<file path="src/rtl/pipeline_ctrl_pkg.sv">
// Shared types for the rv32i pipeline stall/flush sequencer: FSM state,
// the bundled stage-load control word and the canned control patterns.
package pipeline_ctrl_pkg;

  localparam int REG_W_DEF = 5;
  localparam int CNT_W_DEF = 32;

  typedef enum logic {
    RUN  = 1'b0,
    DROP = 1'b1
  } pipe_ctrl_state_t;

  typedef struct packed {
    logic load_pc;
    logic pc_sel;
    logic load_if_id;
    logic load_id_ex;
    logic load_ex_mem;
    logic load_mem_wb;
    logic flush_if_id;
    logic bubble_id_ex;
  } pipe_loads_t;

  localparam pipe_loads_t LOADS_RESET = '{
    load_pc:      1'b0,
    pc_sel:       1'b0,
    load_if_id:   1'b0,
    load_id_ex:   1'b0,
    load_ex_mem:  1'b0,
    load_mem_wb:  1'b0,
    flush_if_id:  1'b1,
    bubble_id_ex: 1'b1
  };

  localparam pipe_loads_t LOADS_FLOW = '{
    load_pc:      1'b1,
    pc_sel:       1'b0,
    load_if_id:   1'b1,
    load_id_ex:   1'b1,
    load_ex_mem:  1'b1,
    load_mem_wb:  1'b1,
    flush_if_id:  1'b0,
    bubble_id_ex: 1'b0
  };

  localparam pipe_loads_t LOADS_FROZEN = '{
    load_pc:      1'b0,
    pc_sel:       1'b0,
    load_if_id:   1'b0,
    load_id_ex:   1'b0,
    load_ex_mem:  1'b0,
    load_mem_wb:  1'b0,
    flush_if_id:  1'b0,
    bubble_id_ex: 1'b0
  };

  localparam pipe_loads_t LOADS_REDIRECT = '{
    load_pc:      1'b1,
    pc_sel:       1'b1,
    load_if_id:   1'b1,
    load_id_ex:   1'b1,
    load_ex_mem:  1'b1,
    load_mem_wb:  1'b1,
    flush_if_id:  1'b1,
    bubble_id_ex: 1'b1
  };

  // Front end (PC, IF/ID) held, a bubble injected into ID/EX; the back end
  // advances only when told to.
  function automatic pipe_loads_t front_hold(input logic down_en, input logic flush);
    pipe_loads_t l;
    l.load_pc      = 1'b0;
    l.pc_sel       = 1'b0;
    l.load_if_id   = 1'b0;
    l.load_id_ex   = down_en;
    l.load_ex_mem  = down_en;
    l.load_mem_wb  = down_en;
    l.flush_if_id  = flush;
    l.bubble_id_ex = 1'b1;
    return l;
  endfunction

endpackage

</file>
<file path="src/rtl/pipeline_ctrl_sat_counter.sv">
// Saturating event counter: increments on inc, sticks at all-ones.
// One cycle from inc to updated count; cleared asynchronously by rst.
module sat_counter #(
  parameter int CNT_W = 32
) (
  input  logic             clk,
  input  logic             rst,
  input  logic             inc,
  output logic [CNT_W-1:0] count
);

  logic [CNT_W-1:0] count_q;
  logic [CNT_W-1:0] count_d;

  always_comb begin
    count_d = count_q;
    if (inc && (count_q != '1)) begin
      count_d = count_q + CNT_W'(1);
    end
  end

  always_ff @(posedge clk or posedge rst) begin
    if (rst) begin
      count_q <= '0;
    end else begin
      count_q <= count_d;
    end
  end

  assign count = count_q;

endmodule

</file>
<file path="src/rtl/pipeline_ctrl.sv">
// Stall/flush sequencer for the 5-stage rv32i pipeline; control outputs are
// combinational from state and hazards, counters and DROP state are registered.
module pipeline_ctrl
  import pipeline_ctrl_pkg::*;
#(
  parameter int REG_W = REG_W_DEF,
  parameter int CNT_W = CNT_W_DEF
) (
  input  logic             clk,
  input  logic             rst,
  input  logic             imem_req,
  input  logic             imem_resp,
  input  logic             dmem_req,
  input  logic             dmem_resp,
  input  logic             ex_valid,
  input  logic             ex_is_branch,
  input  logic             ex_br_en,
  input  logic             ex_is_jump,
  input  logic             ex_is_load,
  input  logic [REG_W-1:0] ex_rd,
  input  logic [REG_W-1:0] id_rs1,
  input  logic [REG_W-1:0] id_rs2,
  input  logic             id_rs1_used,
  input  logic             id_rs2_used,
  output logic             load_pc,
  output logic             pc_sel,
  output logic             load_if_id,
  output logic             load_id_ex,
  output logic             load_ex_mem,
  output logic             load_mem_wb,
  output logic             flush_if_id,
  output logic             bubble_id_ex,
  output logic [CNT_W-1:0] stall_count,
  output logic [CNT_W-1:0] flush_count
);

  pipe_ctrl_state_t state_q;
  pipe_ctrl_state_t state_d;
  pipe_loads_t      loads;

  logic dstall;
  logic istall;
  logic redirect;
  logic load_use;
  logic rs1_hit;
  logic rs2_hit;
  logic stall_inc;
  logic flush_inc;

  assign dstall   = dmem_req & ~dmem_resp;
  assign istall   = imem_req & ~imem_resp;
  assign redirect = ex_valid & ((ex_is_branch & ex_br_en) | ex_is_jump);
  assign rs1_hit  = id_rs1_used & (id_rs1 == ex_rd);
  assign rs2_hit  = id_rs2_used & (id_rs2 == ex_rd);
  assign load_use = ex_valid & ex_is_load & (ex_rd != '0) & (rs1_hit | rs2_hit);

  always_ff @(posedge clk or posedge rst) begin
    if (rst) begin
      state_q <= RUN;
    end else begin
      state_q <= state_d;
    end
  end

  // A redirect that leaves a fetch in flight must swallow that fetch's response.
  always_comb begin
    state_d = state_q;
    case (state_q)
      RUN:     if (!dstall && redirect && istall) state_d = DROP;
      DROP:    if (imem_resp) state_d = RUN;
      default: state_d = RUN;
    endcase
  end

  always_comb begin
    loads     = LOADS_FLOW;
    stall_inc = 1'b0;
    flush_inc = 1'b0;
    if (rst) begin
      loads = LOADS_RESET;
    end else begin
      case (state_q)
        RUN: begin
          // A redirect under dstall stays in EX and fires once memory completes.
          if (dstall) begin
            loads     = LOADS_FROZEN;
            stall_inc = 1'b1;
          end else if (redirect) begin
            loads     = LOADS_REDIRECT;
            flush_inc = 1'b1;
            stall_inc = istall;
          end else if (load_use || istall) begin
            loads     = front_hold(1'b1, 1'b0);
            stall_inc = 1'b1;
          end
        end
        DROP: begin
          loads     = front_hold(~dstall, imem_resp);
          stall_inc = 1'b1;
        end
        default: loads = LOADS_RESET;
      endcase
    end
  end

  assign load_pc      = loads.load_pc;
  assign pc_sel       = loads.pc_sel;
  assign load_if_id   = loads.load_if_id;
  assign load_id_ex   = loads.load_id_ex;
  assign load_ex_mem  = loads.load_ex_mem;
  assign load_mem_wb  = loads.load_mem_wb;
  assign flush_if_id  = loads.flush_if_id;
  assign bubble_id_ex = loads.bubble_id_ex;

  sat_counter #(.CNT_W(CNT_W)) u_stall_cnt (
    .clk   (clk),
    .rst   (rst),
    .inc   (stall_inc),
    .count (stall_count)
  );

  sat_counter #(.CNT_W(CNT_W)) u_flush_cnt (
    .clk   (clk),
    .rst   (rst),
    .inc   (flush_inc),
    .count (flush_count)
  );

endmodule

</file>
<file path="config.mk">
export PLATFORM = sky130hd
export DESIGN_NAME = pipeline_ctrl
export DESIGN_NICKNAME = d
export VERILOG_FILES = /design/src/rtl/pipeline_ctrl_pkg.sv /design/src/rtl/pipeline_ctrl_sat_counter.sv /design/src/rtl/pipeline_ctrl.sv
export SDC_FILE = /design/constraint.sdc
export NUM_CORES = 1
export LEC_CHECK = 0
export BUFFER_PORTS_ARGS = -buffer_cell sky130_fd_sc_hd__buf_2
export CELL_PAD_IN_SITES_DETAIL_PLACEMENT = 1
export CELL_PAD_IN_SITES_GLOBAL_PLACEMENT = 1
export CORE_AREA = 2 2 96 98
export CTS_CLUSTER_SIZE = 8
export DETAILED_ROUTE_END_ITERATION = 12
export DIE_AREA = 0 0 98 100
export PLACE_DENSITY = 0.78
export SETUP_SLACK_MARGIN = 0.5
export SYNTH_ARGS = -nofsm -noshare
export SYNTH_HDL_FRONTEND = slang
export SYNTH_HIERARCHICAL = 1
export SYNTH_SLANG_ARGS = --single-unit
</file>
<file path="constraint.sdc">
create_clock -name clk -period 3.3 [get_ports clk]
set_clock_uncertainty 0.2 [all_clocks]
set_input_delay 0 -clock clk [delete_from_list [all_inputs] [get_ports clk]]
set_output_delay 0 -clock clk [all_outputs]
set_load 0.01 [all_outputs]
</file>
==> flow_summary.yaml, run 1 <==
status:
  outcome: "finished, final reports clean"
drt:
  wl_per_cell_um: 16.27
  vias_per_cell: 5.324
  vias: 2923
  drtPass1Iterations: 4
  drcViolationCount: 0
  drt_wl_total_mm: 8.932
  ant_nets: 0
  drtIter0Drc: 47
cts:
  cts_buffer_depth: 2
  numCtsBuffers: 9
  cts_tree: "built"
  clock-sinks: 65
  clkTransAtPathRegs_ps: 80
  clk_latency_ps: 350
  h-tree-depth: 3
  cts_root_buf: "clkbuf_8"
power:
  ir_drop_mv: 0.3030
  swShare_pct: 28.52
  combinationalPowerShare_pct: 15.6
  pwr-share-seq_pct: 47.1
  power.leakage_nw: 2.101
  power_mw: 2.039
  internal-power_mw: 1.458
  p_sw_uw: 581.5
  powerDensity_mw_per_mm2: 468.6
  pwr-share-clk_pct: 37.4
synth:
  syn_area_mm2: 0.003416
  synth_mux_area_share_pct: 1.245
  syn_inst: 319
  yosys.area.top_type: "dfrtp_1"
  yosysWarnings: 6
  avgSynthCellArea_um2: 10.71
  ys_top_cells_by_area: "dfrtp_1, xnor2_1, nand3_1"
  yosysUniqueCellTypes: 37
  synthArstFlopShare_pct: 100.0
  synth.top_cell.area_share_pct: 47.62
  synthesis.nets: 349
  synth_edf_count: 0
  synth_compound_area_share_pct: 7.326
  synth_top_family_by_area: "simple AND/OR/NAND/NOR gates"
  synth-simple-area-share_pct: 23.99
  ys_ff_latch: 65
  synth_xor_area_share_pct: 16.92
  synth_fa_ha_area_share_pct: 0.7326
  ys_seq_area_share_pct: 47.62
  ys.flop_type: "dfrtp_1"
final_layout:
  drive_gt1_share_pct: 32.42
  antenna_cells: 0
  finalNetCount: 463
  instances_no_fill: 549
  area_growth_pct: 27.40
  fin_util_pct: 48.95
  design_area_mm2: 0.004352
  num-fill-cells: 1036
timing:
  drv_slew: 0
  max_freq_mhz: 387.4
  worst_pin_slew_ps: 680.7
  hold_viol: 0
  period_share_pct: 78.22
  fin_crit_ps: 2581
  final.setup.tns_ps: 0
  max_slew_margin_pct: 54.45
  rsz0062_at_grt: "no"
  finalSetupViolCount: 0
die:
  core_mm2: 0.008890
  rows: 35
  dieWidth_um: 98
  num_io_pins: 100
  dieArea_mm2: 0.009800
  die_h_um: 100
  initial_core_util_pct: 38.42
global_routing:
  grt_max_degree: 33
  grt_overflow: 0
  grt_pass1_wl_mm: 15.10
  grt_pass1_vias: 3052
  antenna_found_initial: 0
  track_usage_pct: 19.03
critical_path:
  cp.arrival_ps: 2620
  cp_max_fo: 7
  cp-start-kind: "input port"
  critical_path_class: "in -> reg"
  critPathCaptureType: "flip-flop"
  r2r_slack_ps: 750
  required_ps: 3340
placed_design:
  dpl.cell_count: 527
  place_congestion: 0.7674
  io_buffer_count: 99
  dpl.hpwl_mm: 6.654
  dpl_cell_area_mm2: 0.004055
worst_hold_path:
  hp-class: "in -> reg"
flow_run:
  drv_cap: 0
path summary, 6_finish.rpt:
kind,end,cells past startpoint,start
worst min-delay path,u_flush_cnt/count[4],6,ex_valid
worst max-delay path,u_stall_cnt/count[26],12,imem_resp
worst max register to register,u_flush_cnt/count[21],6,state_q
min in group asynchronous,u_stall_cnt/count[6],4,rst
worst min register to register,u_flush_cnt/count[10],1,u_flush_cnt/count[10]
max in group asynchronous,state_q,4,rst
cells by family after synthesis:
| group | after synthesis |
|---|---|
| AND/OR/NAND/NOR | 142 |
| XOR/XNOR | 66 |
| flip-flops | 65 |
| AO/OA/AOI/OAI | 24 |
| buffers and inverters | 16 |
| multiplexers | 4 |
| adder cells (fa/ha/maj) | 2 |
per-stage QoR:
step	setup slack, ps	hold WS (ps)
final	718.6	133.9
after global routing	536.6	189.0
after CTS	543.8	128.2
after detailed placement	375.2	-286.0
after global placement	476.0	-290.2
after floorplan	523.7	-465.3
synth_stat cells (3+ instances only):
cell type / n
buf_4: 3
inv_1: 7
dfrtp_1: 65
nor4_1: 3
xor2_1: 4
and3_1: 20
a41oi_1: 4
nand4_1: 22
nor2_1: 12
xnor2_1: 62
nand3_1: 45
or3_1: 3
a21oi_1: 6
nor3_1: 3
nand2_1: 19
clkbuf_1: 4
a31oi_1: 4
repair_timing:
action,4_1_cts,5_1_grt
resized for setup,0,2
hold buffers,4,0
buffers inserted,0,2
endpoints found under the hold margin,66,0
setup endpoints to repair,0,24
placed cells by master, fill, tap and decap left out, drive strengths merged, types with 5 or more instances in the layout:
| cell | Yosys | layout |
|---|---|---|
| nand3 | 45 | 45 |
| buf | 3 | 108 |
| clkbuf | 6 | 11 |
| a21oi | 6 | 6 |
| inv | 7 | 7 |
| dfrtp | 65 | 65 |
| xnor2 | 62 | 62 |
| nand4 | 24 | 24 |
| nor4 | 5 | 5 |
| nand2 | 21 | 21 |
| nor2 | 12 | 12 |
| and3 | 20 | 20 |
critical path: stages:
cell and delay, ps:
dlygate4sd3_1 540, buf_2 150, nor2b_2 180, nor3_1 60, a21oi_1 230, buf_4 190
nand2_1 50, or3_1 410, a2111oi_4 340, buf_4 200, nand4_1 120, xnor2_1 160
flip-flops by register name, summed over array words and instances (netlist names):
signal	count
state_q	1
u_stall_cnt/count	32
u_flush_cnt/count	32
layer usage:
| metal | up-vias | routed length (um) | global-route usage (%) |
|---|---|---|---|
| li1 | 1384 | - | - |
| met1 | 1463 | 3996 | 24.40 |
| met2 | 66 | 4404 | 31.77 |
| met3 | 10 | 412 | 4.596 |
| met5 | - | 0 | 0 |
| met4 | 0 | 118 | 6.410 |
power groups by stage:
stage	combinational (mW)	clock [mW]	sequential, mW
CTS	0.322	0.788	0.960
detailed placement	0.317	0	0.974
global route	0.352	0.820	0.974
floorplan	0.162	0	0.980
finish	0.317	0.762	0.960
global placement	0.308	0	0.969
layout make-up:
cell class                 count  area [um^2]  share of cell area [%]
tap                          111        138.9                   3.191
sequential                    65         1627                   37.38
multi-input combinational    238         1724                   39.62
inverter                       7        26.28                  0.6038
clock inverter                 5        78.83                   1.811
clock buffer                  11        141.4                   3.249
timing repair buffer         112        615.6                   14.15
Note: power is estimated with default switching activity, not from simulation.
==> run 2, diff against run 1 <==
==> constraint.sdc (replaced) <==
create_clock -name clk -period 2.6 [get_ports clk]
set_clock_uncertainty 0.2 [all_clocks]
set_input_delay 0 -clock clk [delete_from_list [all_inputs] [get_ports clk]]
set_output_delay 0 -clock clk [all_outputs]
set_load 0.01 [all_outputs]
==> flow_summary.yaml, run 2 (synthesis results as in run 1) <==
timing:
  finalSetupViolCount: 0
  max_freq_mhz: 436.9
  worst_pin_slew_ps: 658.3
  final.setup.tns_ps: 0
  rsz0062_at_grt: "yes"
  fin_crit_ps: 2289
  setup_ws_ps: 311.0
  drv_slew: 0
  max_slew_margin_pct: 56.07
  period_share_pct: 88.04
  hold_viol: 0
final_layout:
  instances_no_fill: 573
  area_growth_pct: 42.56
  mostFrequentLayoutCells: "buf_2, dfrtp_1, xnor2_1"
  antenna_cells: 0
  drive_gt1_share_pct: 46.75
  design_area_mm2: 0.004870
  final_common_cell: "buf_2"
  finalNetCount: 487
die:
  die_h_um: 100
  dieWidth_um: 98
  core_mm2: 0.008890
  rows: 35
  num_io_pins: 100
  dieArea_mm2: 0.009800
  initial_core_util_pct: 38.42
worst_hold_path:
  holdCritStartpoint: "rst"
  min_path_cells: 6
  hp-class: "in -> reg"
  whs_endpoint: "u_stall_cnt/count[0]"
placed_design:
  dpl.cell_count: 535
  place_congestion: 0.8412
  place_ws_ps: -32.71
  io_buffer_count: 99
  dpl.hpwl_mm: 6.885
  dpl_cell_area_mm2: 0.004187
cts:
  clk_latency_ps: 350
  cts_buffer_depth: 2
  cts_tree: "built"
  cts_root_buf: "clkbuf_8"
  clkTransAtPathRegs_ps: 80
  numCtsBuffers: 9
  clock-sinks: 65
  h-tree-depth: 3
drt:
  wl_per_cell_um: 18.25
  drtPass1Iterations: 4
  vias_per_cell: 5.361
  ant_nets: 0
  drtIter0Drc: 73
  vias: 3072
  drcViolationCount: 0
  drt_wl_total_mm: 10.46
global_routing:
  grt_pass1_vias: 3310
  track_usage_pct: 21.21
  grt_overflow: 0
  antenna_found_initial: 0
  grt_pass1_wl_mm: 16.93
  grt_max_degree: 33
critical_path:
  reg2reg_depth: 6
  cp_max_fo: 5
  critPathCaptureType: "flip-flop"
  worstReg2RegEnd: "u_flush_cnt/count[23]"
  r2r-start: "u_flush_cnt/count[6]"
  cp-start-kind: "flip-flop"
  r2r_slack_ps: 310
  required_ps: 2640
  cp.arrival_ps: 2330
  critical_path_class: "reg -> reg"
power:
  powerDensity_mw_per_mm2: 570.5
  power.leakage_nw: 2.346
  ir_drop_mv: 0.3177
flow_run:
  drv_cap: 0
status:
  outcome: "finished, final reports clean"
[run 2: cell count changes in the layout (fill, tap and decap cells not counted), sizes merged]
cell         delta
clkinv          -3
inv             +1
clkbuf          -1
dlygate4sd3     +1
bufinv          +1
clkinvlp        +2
buf            +23
[run 2: worst max-delay path, cell delays in order (launching register included)]
cell and delay (ps):
dfrtp_1 470, nand2_2 170, or4_4 560, a311oi_4 300, buf_6 190, nand4_1 120, xnor2_1 160
[run 2: how the worst max path moves through the flow]
stage                                     from                     to  slack, ps  cells after the start
after floorplan                        state_q  u_flush_cnt/count[21]         90                      7
after global placement                ex_rd[4]  u_stall_cnt/count[23]         80                     13
after detailed placement              ex_rd[3]  u_stall_cnt/count[23]        -30                     13
after CTS                              state_q  u_stall_cnt/count[23]        320                      9
after global routing                   state_q  u_stall_cnt/count[25]        220                      9
final                     u_flush_cnt/count[6]  u_flush_cnt/count[23]        310                      6
[run 2: routing by layer]
layer	routed length (um)	up-vias	part of all wire, %	GRT usage [%]
met1	4410	1554	42	26.47
li1	-	1439	-	-
met3	380	11	3.6	3.621
met5	0	-	0	0
met2	5533	68	53	38.20
met4	131	0	1.3	5.556
[run 2: repair_timing]
action | in CTS | in global routing
setup endpoints to repair | 53 | 49
resized for setup | 17 | 41
setup buffers | 10 | 5
pin swaps | 17 | 20
cloned | 1 | 1
hold buffers | 5 | 0
hold endpoints to repair | 50 | 0
[run 2: through the flow]
| step | hold slack [ps] | total power, mW | util (%) |
|---|---|---|---|
| after floorplan | -465.3 | 1.464 | - |
| after CTS | 43.06 | 2.783 | 52.12 |
| after global routing | 162.0 | 2.903 | 54.78 |
| after global placement | -278.2 | 1.638 | 47.09 |
| final | 134.7 | 2.778 | 54.78 |
| after detailed placement | -273.3 | 1.667 | 47.09 |
[run 2: layout make-up]
cell class / instances / area (um^2)
sequential: 65 / 1637
fill: 983 / 4020
clock buffer: 10 / 137.6
multi-input combinational: 238 / 2004
timing repair buffer: 136 / 812.0
inverter: 7 / 26.28
clock inverter: 6 / 113.9
tap: 111 / 138.9
[run 2: where the power goes]
part	switching, mW	leakage [nW]	total [mW]	internal [mW]
clock	0.442	0.119	1.11	0.667
combinational	0.231	1.35	0.442	0.211
sequential	0.132	0.878	1.23	1.10
